**config.mk**
```make
export PLATFORM = sky130hd
export DESIGN_NAME = afe_command_sequencer_flat
export DESIGN_NICKNAME = d
export VERILOG_FILES = /design/src/rtl/afe_config_pkg.sv /design/src/rtl/afe_command_sequencer_if.sv /design/src/rtl/afe_seq_counter.sv /design/src/rtl/afe_command_sequencer.sv /design/src/flat_wrapper.sv
export SDC_FILE = /design/constraint.sdc
export NUM_CORES = 1
export LEC_CHECK = 0
export BUFFER_PORTS_ARGS = -buffer_cell sky130_fd_sc_hd__buf_2
export CELL_PAD_IN_SITES_DETAIL_PLACEMENT = 2
export CELL_PAD_IN_SITES_GLOBAL_PLACEMENT = 2
export CORE_MARGIN = 8
export CORE_UTILIZATION = 35
export CTS_BUF_LIST = sky130_fd_sc_hd__clkbuf_2 sky130_fd_sc_hd__clkbuf_4 sky130_fd_sc_hd__clkbuf_8
export DETAILED_ROUTE_END_ITERATION = 8
export PLACE_DENSITY_LB_ADDON = 0.1
export SLEW_MARGIN = 20
export SYNTH_ARGS = -nofsm -noshare
export SYNTH_HDL_FRONTEND = slang
export SYNTH_HIERARCHICAL = 1
export SYNTH_SLANG_ARGS = --single-unit
```
**constraint.sdc**
```tcl
create_clock -name clk -period 2.95 [get_ports clk]
set_clock_uncertainty 0.05 [all_clocks]
set_input_delay 0.1475 -clock clk [delete_from_list [all_inputs] [get_ports clk]]
set_output_delay 0.1475 -clock clk [all_outputs]
set_load 0.1 [all_outputs]
```
**src/rtl/afe_config_pkg.sv**
```systemverilog
// afe_config_pkg: opcodes, ROM word layout and sequencer states shared by the AFE configuration blocks
package afe_config_pkg;
  localparam logic [3:0] OP_SEND = 4'h0;
  localparam logic [3:0] OP_WAIT = 4'h1;
  localparam logic [3:0] OP_END = 4'hF;
  localparam int OPCODE_MSB = 23;
  localparam int OPCODE_LSB = 20;
  localparam int PAYLOAD_WIDTH = 20;
  typedef enum logic [3:0] {IDLE, FETCH, DECODE, START, WAIT_DONE, DELAY, NEXT, DONE, ERROR} state_t;
endpackage

```
**src/rtl/afe_command_sequencer_if.sv**
```systemverilog
// afe_command_sequencer_if: ROM read port plus serial-out transaction handshake
interface afe_command_sequencer_if #(parameter int ADDR_WIDTH = 8);
  import afe_config_pkg::*;
  logic [ADDR_WIDTH-1:0] rom_address;
  logic [OPCODE_MSB:0] rom_command;
  logic [PAYLOAD_WIDTH-1:0] afe_command;
  logic start_transaction;
  logic transaction_done;
  modport master(output rom_address, afe_command, start_transaction, input rom_command, transaction_done);
  modport slave(input rom_address, afe_command, start_transaction, output rom_command, transaction_done);
endinterface

```
**src/rtl/afe_seq_counter.sv**
```systemverilog
// afe_seq_counter: loadable down-counter that stops at zero and flags it
module afe_seq_counter #(parameter int WIDTH = 20) (
  input  logic             clk,
  input  logic             rst,
  input  logic             load,
  input  logic             en,
  input  logic [WIDTH-1:0] value,
  output logic             terminal
);
  logic [WIDTH-1:0] count;
  assign terminal = count == '0;
  always_ff @(posedge clk) begin
    if (rst) count <= '0;
    else if (load) count <= value;
    else if (en && !terminal) count <= count - 1'b1;
  end
endmodule

```
**src/rtl/afe_command_sequencer.sv**
```systemverilog
// afe_command_sequencer: walks the command ROM, issues SEND transactions, executes WAITs, flags END or faults
module afe_command_sequencer
  import afe_config_pkg::*;
#(
  parameter int ADDR_WIDTH = 8,
  parameter int ROM_LATENCY = 1,
  parameter int DONE_TIMEOUT = 4096
) (
  input  logic                     clk,
  input  logic                     reset,
  input  logic                     enable,
  afe_command_sequencer_if.master  bus,
  output logic                     command_transactions_done,
  output logic                     error,
  output logic                     busy
);
  localparam int TW = $clog2(DONE_TIMEOUT);
  localparam int LW = ROM_LATENCY > 1 ? $clog2(ROM_LATENCY) : 1;
  localparam logic [ADDR_WIDTH-1:0] LAST = {ADDR_WIDTH{1'b1}};
  state_t state, state_next;
  logic [LW-1:0] fetch_count;
  logic [3:0] opcode;
  logic [PAYLOAD_WIDTH-1:0] payload;
  logic last_fetch, delay_zero, timeout_zero;
  assign opcode = bus.rom_command[OPCODE_MSB:OPCODE_LSB];
  assign payload = bus.rom_command[PAYLOAD_WIDTH-1:0];
  assign last_fetch = fetch_count == LW'(ROM_LATENCY - 1);
  // Both counters stop at zero, so they are loaded with (length - 1) to span exactly length clocks
  afe_seq_counter #(.WIDTH(PAYLOAD_WIDTH)) delay_counter (
    .clk(clk), .rst(reset), .load(state == DECODE), .en(state == DELAY),
    .value(payload - 1'b1), .terminal(delay_zero)
  );
  afe_seq_counter #(.WIDTH(TW)) timeout_counter (
    .clk(clk), .rst(reset), .load(state == START), .en(state == WAIT_DONE),
    .value(TW'(DONE_TIMEOUT - 1)), .terminal(timeout_zero)
  );
  always_ff @(posedge clk) begin
    if (reset) state <= IDLE;
    else state <= state_next;
  end
  always_comb begin
    state_next = state;
    bus.start_transaction = 1'b0;
    command_transactions_done = 1'b0;
    error = 1'b0;
    busy = !(state inside {IDLE, DONE, ERROR});
    case (state)
      IDLE: state_next = enable ? FETCH : IDLE;
      FETCH: state_next = last_fetch ? DECODE : FETCH;
      DECODE: state_next = opcode == OP_SEND ? START :
                           opcode == OP_WAIT ? (payload == '0 ? NEXT : DELAY) :
                           opcode == OP_END ? DONE : ERROR;
      START: begin
        bus.start_transaction = 1'b1;
        state_next = WAIT_DONE;
      end
      WAIT_DONE: state_next = bus.transaction_done ? NEXT : timeout_zero ? ERROR : WAIT_DONE;
      DELAY: state_next = delay_zero ? NEXT : DELAY;
      NEXT: state_next = bus.rom_address == LAST ? ERROR : FETCH;
      DONE: command_transactions_done = 1'b1;
      ERROR: error = 1'b1;
      default: state_next = IDLE;
    endcase
  end
  always_ff @(posedge clk) begin
    if (reset) begin
      bus.rom_address <= '0;
      bus.afe_command <= '0;
      fetch_count <= '0;
    end else begin
      fetch_count <= (state == FETCH && !last_fetch) ? fetch_count + 1'b1 : '0;
      if (state == NEXT && bus.rom_address != LAST) bus.rom_address <= bus.rom_address + 1'b1;
      if (state == DECODE && opcode == OP_SEND) bus.afe_command <= payload;
    end
  end
endmodule

```
**src/flat_wrapper.sv**
```systemverilog
// flat-port wrapper written by rule: the top's interface ports become plain ports
module afe_command_sequencer_flat import afe_config_pkg::*;
#(
  parameter int ADDR_WIDTH = 8,
  parameter int ROM_LATENCY = 1,
  parameter int DONE_TIMEOUT = 4096
)
  (clk, reset, enable, command_transactions_done, error, busy, bus_rom_address, bus_afe_command, bus_start_transaction, bus_rom_command, bus_transaction_done);
  afe_command_sequencer_if #(.ADDR_WIDTH(ADDR_WIDTH)) bus_i ();
  input  logic clk;
  input  logic reset;
  input  logic enable;
  output logic command_transactions_done;
  output logic error;
  output logic busy;
  output wire logic [$bits(bus_i.rom_address)-1:0] bus_rom_address;
  output wire logic [$bits(bus_i.afe_command)-1:0] bus_afe_command;
  output wire logic [$bits(bus_i.start_transaction)-1:0] bus_start_transaction;
  input wire logic [$bits(bus_i.rom_command)-1:0] bus_rom_command;
  input wire logic [$bits(bus_i.transaction_done)-1:0] bus_transaction_done;
  assign bus_rom_address = bus_i.rom_address;
  assign bus_afe_command = bus_i.afe_command;
  assign bus_start_transaction = bus_i.start_transaction;
  assign bus_i.rom_command = bus_rom_command;
  assign bus_i.transaction_done = bus_transaction_done;
  afe_command_sequencer #(.ADDR_WIDTH(ADDR_WIDTH), .ROM_LATENCY(ROM_LATENCY), .DONE_TIMEOUT(DONE_TIMEOUT)) u_core (.clk(clk), .reset(reset), .enable(enable), .bus(bus_i), .command_transactions_done(command_transactions_done), .error(error), .busy(busy));
endmodule
```
# == Yosys cells after proc, flatten, opt, wreduce, memory -nomap -nowiden ==
# Index checks and enable logic that the tools add are counted.
# op_classes
n_addsub,5
n_reduce_logical,18
eq_ne,12
mux,18
n_bitwise,1
# ops
cell,n
$logic_not A20 Y1,2
$mux W20,2
$sub A20 B1 Y20 const B,2
$pmux W4 S8,1
$mux W12,2
$mux W4,6
$eq A4 B3 Y1 const B,4
$logic_not A12 Y1,1
$sub A12 B1 Y12 const B,1
$add A8 B1 Y8 const B,1
$eq A4 B1 Y1 const B,2
$eq A4 B2 Y1 const B,2
$eq A4 B4 Y1 const B,2
$eq A8 B8 Y1 const B,1
$logic_not A4 Y1,2
$ne A8 B8 Y1 const B,1
$mux W2,3
$logic_and A1 B1 Y1,5
$mux W1,4
$reduce_bool A2 Y1,2
$reduce_or A2 Y1,2
$logic_not A1 Y1,3
$reduce_bool A3 Y1,1
$add A1 B1 Y1 const B,1
$not A1 Y1,1
# totals
register_bits,65
elab_cells,60

# == Longest topological paths before layout ==
# depth
ltp_word,5
ltp_mapped,10
mapped_depth_nobuf,9

# == Cells and area by module ==
# Netlist, hierarchy kept.
# by_module_without_submodules
module,seq_area_each_um2,instances,area_each_um2,cells_each
afe_command_sequencer,660.6,1,1855.5,240
afe_seq_counter at u_core.delay_counter,400.4,1,1213.7,143
afe_seq_counter at u_core.timeout_counter,240.2,1,753.2,90

# == Worst setup path after synthesis ==
# No wires, ideal clock.
# synth_timing
kind,flip-flop to flip-flop
startpoint,register u_core.state[0]
endpoint,register u_core.timeout_counter.count[3]
synth_period_minus_slack_ns,3.088
required_ns,2.771
path_buffers,1
arrival_time_ns,2.909
setup_ns,0.129
path_stages_with_launch,8
slack_ns,-0.138
cell_sequence,dfxtp_1 clkbuf_1 nand2b_1 nor2_1 inv_1 o311a_1 a221oi_1 nor2_1
# synth_via
elab_chain_cells,3
elab_cells_between_ends,5
# synth_rtl
element,line_no,text
"start, declared",afe_command_sequencer.sv:20,"state_t state, state_next;"
"start signal, assigned",afe_command_sequencer.sv:39,else state <= state_next;
$eq A4 B3 Y1,afe_command_sequencer.sv:34,".clk(clk), .rst(reset), .load(state == START), .en(state == WAIT_DONE),"
$logic_and A1 B1 Y1,afe_seq_counter.sv:15,else if (en && !terminal) count <= count - 1'b1;
$reduce_bool A2 Y1 (no line),--,
"end signal, assigned",afe_seq_counter.sv:14,else if (load) count <= value;
"end signal, assigned",afe_seq_counter.sv:15,
"end, declared",afe_seq_counter.sv:10,logic [WIDTH-1:0] count;
# Several ways; a longest one is shown, not always the timed one.
# A chain may end at the register's enable or synchronous reset.

# == Final worst setup path ==
# layout_timing
startpoint,register u_core.delay_counter.count[0]
endpoint,register u_core.delay_counter.count[8]
# layout_via
elab_chain_cells,4
elab_cells_between_ends,7
# layout_rtl
element,line_no
"start, declared",afe_seq_counter.sv:10
"start signal, assigned",afe_seq_counter.sv:14
"start signal, assigned",afe_seq_counter.sv:15
"parallel branches: the longest is 4 deep, another holds $sub A20 B1 Y20",--
# Parallel ways; which one is timed is not known. The select of a mux whose other input is x is not followed.

==> impl_metrics.ini <==
[floorplan]
die-area_um2 = 14500
pin_count = 60
chipHeight_um = 121
start_util_pct = 35.6
rows = 38
die_x_um = 121
core_area_um2 = 10700

[logic_synthesis]
ys_ff_latch = 65
synth_flop_cell = dfxtp_1
syn_inst = 473
ys_seq_area_share_pct = 34.0
avgSynthCellArea_um2 = 8.08
synth_edf_count = 0
synth_area_um2 = 3820
yosys.cell_types.count = 63
async_reset_ff_share_pct = 0
yosysWarnings = 6

[layout]
n_antenna_cell = 0
fin_nets = 584
area_growth_syn_to_layout_pct = 19.9
layout-drive-gt1-share_pct = 20.3
nFillCells = 1294

[timing]
finalHoldViolations = 0
period_share_pct = 90.9
fmax_mhz = 373
whs_ps = 27.2
worst_pin_slew_ps = 798
rsz0062_at_grt = no
final_max_slew_viol_count = 0
relSlewSlack_pct = 46.8
finalSetupViolCount = 0
tns_ps = 0
fin_crit_ps = 2680

[clock_tree]
clockBufferDepth = 2
cts.sinks = 65
cts_tree = yes
h-tree-depth = 3
numCtsBuffers = 9
cts_root_buf = clkbuf_8
clk_latency_ps = 350
path_clk_slew_ps = 70

[pwr]
power_density_nw_per_um2 = 486
leakage_nw = 1.80
peakVddDrop_uv = 202

[worst_hold_path]
hp-class = in -> reg

[route]
drtAntennaViolNets = 0
detail_route.wl_per_cell_um = 17.8
totalWireLength_um = 12300
drt_iter0_drc = 112
drc = 0
via_count = 3752
vias_per_cell = 5.43
firstDrtPassIters = 4

[status]
run_status = completed

[setup_path]
slowest_delay_ps = 630
crit_slowest_cell = or4b_2
endpoint_kind = flop
path_class = reg -> reg
cp_top_family = simple AND/OR/NAND/NOR gates
cp_max_fo = 5
start_kind = flop
critPathBufInv = 2
cp.arrival_ps = 2870
cp_cell_sequence = inv_1 -> ha_1 -> or4b_2 -> nor3_1 -> buf_4 -> a211oi_1 -> and4b_1 -> a2111oi_0
critical_path_required_ps = 3140

[global_route]
grt_pass1_wl_um = 20400
grt_use_total_pct = 17.4
grt_max_degree = 38
grt_pass1_vias = 4112
antenna_found_initial = 0
grt_remaining_overflow = 0

[placed_design]
port_buffers = 59
hpwl_um = 9200
gp_congestion = 0.786

[run]
maxCapViolCount = 0
cells in the final DEF, fill, tap and decap left out, drive strengths merged, types with 10 or more instances in the layout:
| master | n |
|---|---|
| dfxtp | 65 |
| a21oi | 36 |
| conb | 13 |
| or4 | 10 |
| nand2 | 53 |
| a211oi | 19 |
| clkbuf | 13 |
| nor2 | 49 |
| nor3 | 23 |
| xor2 | 20 |
| buf | 76 |
| xnor2 | 19 |
| inv | 15 |
path summary, 6_finish.rpt:
kind	from	end	slack [ps]	depth (start not counted)
worst max-delay path	u_core/delay_counter/count[0]	u_core/delay_counter/count[8]	270	8
worst min-delay path	bus_rom_command[0]	u_core/bus.afe_command[0]	30	3
worst max register to register	u_core/delay_counter/count[0]	u_core/delay_counter/count[8]	270	8
worst min register to register	u_core/bus.afe_command[6]	u_core/bus.afe_command[6]	410	2
sequential cells by signal, summed over array words and instances (netlist names):
name and count:
u_core/bus.afe_command 20, u_core/delay_counter/count 20, u_core/timeout_counter/count 12, u_core/bus.rom_address 8, u_core/state 4, u_core/fetch_count 1
cell usage after synthesis, types with 3 or more instances:
cell type | count | share of area, %
a211oi_1 | 17 | 3.3
a21oi_1 | 36 | 4.7
a311oi_1 | 5 | 1.1
and2_1 | 6 | 0.98
and3_1 | 7 | 1.1
clkbuf_1 | 23 | 2.3
dfxtp_1 | 65 | 34
ha_1 | 7 | 2.3
inv_1 | 14 | 1.4
mux2i_1 | 4 | 1.0
nand2_1 | 53 | 5.2
nand2b_1 | 6 | 0.98
nand3_1 | 6 | 0.79
nand3b_1 | 5 | 0.98
nand4_1 | 3 | 0.49
nand4b_1 | 4 | 0.92
nor2_1 | 49 | 4.8
nor2b_1 | 3 | 0.49
nor3_1 | 21 | 2.7
nor3b_1 | 5 | 0.98
nor4_1 | 8 | 1.3
nor4b_2 | 3 | 1.2
o2111ai_1 | 3 | 0.69
o211ai_1 | 5 | 0.98
o21ai_0 | 3 | 0.39
o31a_1 | 4 | 0.92
o31ai_1 | 7 | 1.4
or3_1 | 7 | 1.1
or4_1 | 6 | 1.2
or4_4 | 4 | 1.2
xnor2_1 | 19 | 4.4
xor2_1 | 20 | 4.6
logic make-up after synthesis:
| logic type | Yosys count | share of synthesized area, % |
|---|---|---|
| buf+inv | 40 | 3.99 |
| simple gates | 214 | 30.8 |
| flops | 65 | 34.0 |
| mux | 4 | 1.05 |
| compound gates | 102 | 18.7 |
| other cells | 2 | 0.196 |
| fa+ha+maj | 7 | 2.29 |
| xor+xnor | 39 | 8.94 |
power breakdown:
| part | switching, mW | internal (mW) | leakage, nW | total [mW] |
|---|---|---|---|---|
| sequential | 0.0370 | 0.912 | 0.525 | 0.949 |
| clock | 0.346 | 0.370 | 0.0909 | 0.716 |
| combinational | 0.347 | 0.215 | 1.18 | 0.562 |
per-layer routing:
layer	vias to the layer above	GRT usage [%]	wire, um
li1	1849	-	-
met1	1850	18.5	5230
met2	36	32.9	6510
met3	17	3.08	321
met4	0	7.73	249
met5	-	0	0
area by class of cell:
class                           instances  area, um2  area share, %
Multi-Input combinational cell        379       2410           52.6
Sequential cell                        65       1300           28.4
Timing Repair Buffer                   79        465           10.2
Tap cell                              140        175           3.82
Clock buffer                           13        173           3.77
Inverter                               15       56.3           1.23
per-stage QoR:
stage | utilization [%] | instances | area (um2) | total power, mW | setup slack [ps]
6_report | 42.7 | 691 | 4580 | 2.23 | 267
5_1_grt | 42.7 | 691 | 4580 | 2.35 | 34.0
4_1_cts | 42.7 | 691 | 4580 | 2.26 | 206
3_5_place_dp | 40.8 | 675 | 4380 | 1.53 | 234
3_3_place_gp | 40.8 | 675 | 4380 | 1.51 | 390
2_1_floorplan | - | 484 | 3870 | 1.34 | 88.5
tightest hold or removal path, cell delays in order:
cell and delay [ps]:
buf_2 130, nand2_1 60, a21oi_1 50
what timing repair did:
item,4_1_cts,5_1_grt
hold endpoints to repair,3,0
gates resized for setup,0,0
hold buffers,3,0
buffers inserted,0,0
Note: power is estimated with default switching activity, not from simulation.
